==> src/rtl/tdm_demux4.sv <==
// Receive side of the 4-channel TDM link: steers each accepted word to its slot register,
// tracks frame alignment with a HUNT/LOCKED machine and flags sync violations.
module tdm_demux4 #(
    parameter int unsigned WIDTH = 8
) (
    input  logic             clk,
    input  logic             rst,
    input  logic [WIDTH-1:0] in_data,
    input  logic             in_valid,
    input  logic             in_sync,
    output logic [WIDTH-1:0] ch0_data,
    output logic [WIDTH-1:0] ch1_data,
    output logic [WIDTH-1:0] ch2_data,
    output logic [WIDTH-1:0] ch3_data,
    output logic [3:0]       ch_valid,
    output logic             frame_valid,
    output logic             locked,
    output logic             sync_err
);

    localparam int unsigned NUM_CH = 4;
    localparam int unsigned SLOT_W = 2;

    typedef enum logic {
        HUNT   = 1'b0,
        LOCKED = 1'b1
    } state_e;

    state_e              state_q, state_d;
    logic [SLOT_W-1:0]   slot_q, slot_d;
    logic [WIDTH-1:0]    ch_q [NUM_CH];
    logic [WIDTH-1:0]    ch_d [NUM_CH];
    logic [NUM_CH-1:0]   ch_valid_q, ch_valid_d;
    logic                frame_valid_q, frame_valid_d;
    logic                sync_err_q, sync_err_d;
    logic                locked_q, locked_d;

    // Alignment tracking and slot steering
    always_comb begin
        state_d       = state_q;
        slot_d        = slot_q;
        ch_d          = ch_q;
        ch_valid_d    = '0;
        frame_valid_d = 1'b0;
        sync_err_d    = 1'b0;

        if (in_valid) begin
            unique case (state_q)
                HUNT: begin
                    if (in_sync) begin
                        ch_d[0]       = in_data;
                        ch_valid_d[0] = 1'b1;
                        slot_d        = SLOT_W'(1);
                        state_d       = LOCKED;
                    end
                end
                LOCKED: begin
                    if (in_sync) begin
                        // An early sync abandons the partial frame and restarts at slot 0
                        sync_err_d    = (slot_q != '0);
                        ch_d[0]       = in_data;
                        ch_valid_d[0] = 1'b1;
                        slot_d        = SLOT_W'(1);
                    end else if (slot_q == '0) begin
                        sync_err_d = 1'b1;
                        state_d    = HUNT;
                        slot_d     = '0;
                    end else begin
                        ch_d[slot_q]       = in_data;
                        ch_valid_d[slot_q] = 1'b1;
                        frame_valid_d      = (slot_q == SLOT_W'(3));
                        slot_d             = slot_q + SLOT_W'(1);
                    end
                end
                default: state_d = HUNT;
            endcase
        end

        locked_d = (state_d == LOCKED);
    end

    always_ff @(posedge clk) begin
        if (rst) begin
            state_q       <= HUNT;
            slot_q        <= '0;
            ch_valid_q    <= '0;
            frame_valid_q <= 1'b0;
            sync_err_q    <= 1'b0;
            locked_q      <= 1'b0;
            for (int i = 0; i < int'(NUM_CH); i++) begin
                ch_q[i] <= '0;
            end
        end else begin
            state_q       <= state_d;
            slot_q        <= slot_d;
            ch_valid_q    <= ch_valid_d;
            frame_valid_q <= frame_valid_d;
            sync_err_q    <= sync_err_d;
            locked_q      <= locked_d;
            ch_q          <= ch_d;
        end
    end

    assign ch0_data    = ch_q[0];
    assign ch1_data    = ch_q[1];
    assign ch2_data    = ch_q[2];
    assign ch3_data    = ch_q[3];
    assign ch_valid    = ch_valid_q;
    assign frame_valid = frame_valid_q;
    assign locked      = locked_q;
    assign sync_err    = sync_err_q;

endmodule

==> config.mk <==
export PLATFORM = sky130hd
export DESIGN_NAME = tdm_demux4
export DESIGN_NICKNAME = d
export VERILOG_FILES = /design/src/rtl/tdm_demux4.sv
export SDC_FILE = /design/constraint.sdc
export NUM_CORES = 1
export LEC_CHECK = 0
export BUFFER_PORTS_ARGS = -buffer_cell sky130_fd_sc_hd__buf_2
export CAP_MARGIN = 10
export CORE_MARGIN = 10
export CORE_UTILIZATION = 49
export CTS_CLUSTER_DIAMETER = 200
export DETAILED_ROUTE_END_ITERATION = 16
export GPL_ROUTABILITY_DRIVEN = 0
export PLACE_DENSITY = 0.77
export SLEW_MARGIN = 25
export SYNTH_ARGS = -nofsm -noshare
export SYNTH_HDL_FRONTEND = slang
export SYNTH_SLANG_ARGS = --single-unit
==> constraint.sdc <==
create_clock -name clk -period 1.9 [get_ports clk]
set_input_delay 0.285 -clock clk [delete_from_list [all_inputs] [get_ports clk]]
set_output_delay 0.285 -clock clk [all_outputs]
set_load 0.02 [all_outputs]
==> flow_summary.json <==
{
  "outcome": "finished, final reports clean",
  "total_leakage_power_nw": 0.849,
  "clk-insertion-delay-late_ps": 350,
  "r2r_setup_slack_ps": 160,
  "worstPathRequired_ps": 2180,
  "tritoncts_num_sinks": 40,
  "initial_utilization_pct": 51.7,
  "final_max_slew_viol_count": 0,
  "synth.yosys.warnings": 0,
  "max_freq_ghz": 0.576,
  "holdBufCountCts": 0,
  "regToRegEndpoint": "ch0_data[7]",
  "synth_async_sr_flop_share_pct": 0,
  "placed_cells_incl_taps": 268,
  "buffer_ports.inserted": 50,
  "synth-edff-count": 0,
  "yosysTopAreaCellShare_pct": 49.9,
  "post_cts_resized": 0,
  "timing_worst_slew_pin_value_ps": 427,
  "reg_clk_slew_reported_paths_ps": 110,
  "grt_max_degree": 30,
  "cts_root_buffer": "sky130_fd_sc_hd__clkbuf_4",
  "boundaryPins": 51,
  "diodes": 0,
  "cts.path.max_buffers": 2,
  "slew_headroom_pct": 71.3,
  "chip_width_um": 77.2,
  "vias_in_the_first_global_route": 1237,
  "stdcell_count": 276,
  "grt_pass1_wl_um": 6240,
  "setup_slack_ps": 163,
  "p_total_mw": 1.62,
  "hold_violations": 0,
  "floorplan.rows": 20,
  "pre_cts_ws_ps": 155,
  "worst_setup_ep_type": "flop",
  "yosys-top-cells-area": "sky130_fd_sc_hd__dfxtp_1 (50%), sky130_fd_sc_hd__nand2_1 (14%), sky130_fd_sc_hd__a21oi_1 (8.4%)",
  "worst-r2r-cell-count": 7,
  "arrival_ps": 2020,
  "nets": 249,
  "area_growth_pct": 21.2,
  "critical_path.startpoint_type": "flop",
  "timing.final.setup_violations": 0,
  "grt_setup_unrepaired": "false",
  "synthesis.area_sq_um": 1600,
  "place_hpwl_um": 2900,
  "endpoint": "ch0_data[7]",
  "timing.clock.skew_ps": 8.17,
  "gr-total-overflow": 0,
  "design.die.area_sq_um": 5960,
  "final_period_minus_worst_setup_slack_ps": 1740,
  "finalWirelength_um": 3920,
  "avgViaCountPerCell": 4.97,
  "fp.coreArea_sq_um": 3100,
  "vias": 1372,
  "yosys_register_bits": 40,
  "postSynthNetCount": 202,
  "drtPass1Iterations": 6,
  "criticalPathCategory": "flop to flop",
  "timing.max_cap.violations": 0,
  "synth.largest_area_cell": "sky130_fd_sc_hd__dfxtp_1",
  "drtIter0Drc": 107,
  "yosysUniqueCellTypes": 26,
  "power.density_nw_per_um2": 831,
  "worstReg2RegStart": "slot_q[0]",
  "post_cts.repair.setup_buffers": 0,
  "die_y_um": 77.2,
  "synth_top_flop_cell": "sky130_fd_sc_hd__dfxtp_1",
  "postSynthAreaPerCell_sq_um": 8.72,
  "fin_tns_setup_ps": 0,
  "final_core_util_pct": 62.7,
  "number_of_antenna_violations_at_the_first_check_in_global_routing": 0,
  "max-vdd-ir-drop_mv": 0.689,
  "cts_tree": "built",
  "layout_commonest_cell": "sky130_fd_sc_hd__nand2_1",
  "critical_path_peak_fanout": 8,
  "grt_use_total_pct": 13.0,
  "synth_cells": 184,
  "synth_seq_area_share_pct": 49.9,
  "route.detailed.wl_per_inst_um": 14.2,
  "min_period_over_period_pct": 91.4,
  "final_layout_size_suffix_gt1_share_pct": 27.2,
  "detail_route.drc_violations": 0,
  "ant_nets": 0,
  "cts_max_level": 2,
  "critPathLaunch": "slot_q[0]",
  "most-common-layout-cells": "sky130_fd_sc_hd__nand2_1 (58), sky130_fd_sc_hd__buf_2 (50), sky130_fd_sc_hd__dfxtp_1 (40)",
  "cts-buffers-inserted": 5,
  "worst_min_delay_path_category": "input port to flop"
}
## through the flow
| step | hold slack, ps | instance area (sq um) |
|---|---|---|
| final | 207 | 1940 |
| after CTS | 201 | 1940 |
| after global routing | 193 | 1940 |
| after floorplan | 421 | 1600 |
| after global placement | 441 | 1850 |
| after detailed placement | 444 | 1850 |
## worst min-delay path by stage
| stage | depth (start not counted) | from | to | slack, ps |
|---|---|---|---|---|
| floorplan | 2 | in_data[0] | ch1_data[0] | 420 |
| global placement | 2 | ch1_data[3] | ch1_data[3] | 440 |
| detailed placement | 2 | ch2_data[7] | ch2_data[7] | 440 |
| CTS | 3 | in_data[6] | ch2_data[6] | 200 |
| global route | 3 | in_data[6] | ch2_data[6] | 190 |
| finish | 3 | in_data[6] | ch2_data[6] | 210 |
## cell families after synthesis
| group | after synthesis | share of synthesized area [%] |
|---|---|---|
| AOI/OAI and AO/OA | 31 | 10.8 |
| DFF | 40 | 49.9 |
| adders and majority gates | 6 | 4.68 |
| muxes | 8 | 4.99 |
| buffers and inverters | 16 | 5.54 |
| and+or+nand+nor | 83 | 24.1 |
## metal layers
| metal | track usage [%] | wire, um | up-vias |
|---|---|---|---|
| li1 | - | - | 708 |
| met1 | 15.9 | 1800 | 612 |
| met2 | 19.3 | 1780 | 50 |
| met3 | 5.48 | 333 | 2 |
| met4 | 6.02 | 14 | 0 |
| met5 | 0 | 0 | - |
## power breakdown
group / internal, mW / total, mW / switching (mW)
sequential: 0.853 / 0.865 / 0.0119
combinational: 0.0455 / 0.132 / 0.0864
clock: 0.349 / 0.618 / 0.269
## Yosys cell counts (3+ instances only)
cell / number
sky130_fd_sc_hd__and4_1: 3
sky130_fd_sc_hd__buf_2: 5
sky130_fd_sc_hd__nand3_1: 8
sky130_fd_sc_hd__inv_1: 4
sky130_fd_sc_hd__nand2_1: 58
sky130_fd_sc_hd__and2_1: 3
sky130_fd_sc_hd__nand4_1: 4
sky130_fd_sc_hd__dfxtp_1: 40
sky130_fd_sc_hd__buf_4: 4
sky130_fd_sc_hd__ha_1: 6
sky130_fd_sc_hd__a21oi_1: 27
sky130_fd_sc_hd__mux2i_1: 8
## cell type report
type | instances | area (sq um)
tap | 44 | 55.1
sequential | 40 | 801
inverter | 5 | 18.8
clock inverter | 1 | 30.0
timing repair buffer | 51 | 258
multi-input combinational | 128 | 717
clock buffer | 7 | 65.1
fill | 289 | 1160
## registers in the layout (all words and copies together), names as in the netlist
signal	cells
ch2_data	8
slot_q	2
sync_err	1
ch1_data	8
ch0_data	8
locked	1
ch_valid	4
ch3_data	8
## worst max-delay path: stages (launching register included)
cell	delay (ps)
sky130_fd_sc_hd__dfxtp_1	350
sky130_fd_sc_hd__inv_1	100
sky130_fd_sc_hd__ha_2	230
sky130_fd_sc_hd__inv_1	50
sky130_fd_sc_hd__ha_1	240
sky130_fd_sc_hd__nand4bb_1	250
sky130_fd_sc_hd__o21ai_4	200
sky130_fd_sc_hd__mux2i_1	250
Power figures use the tool's default switching activity.
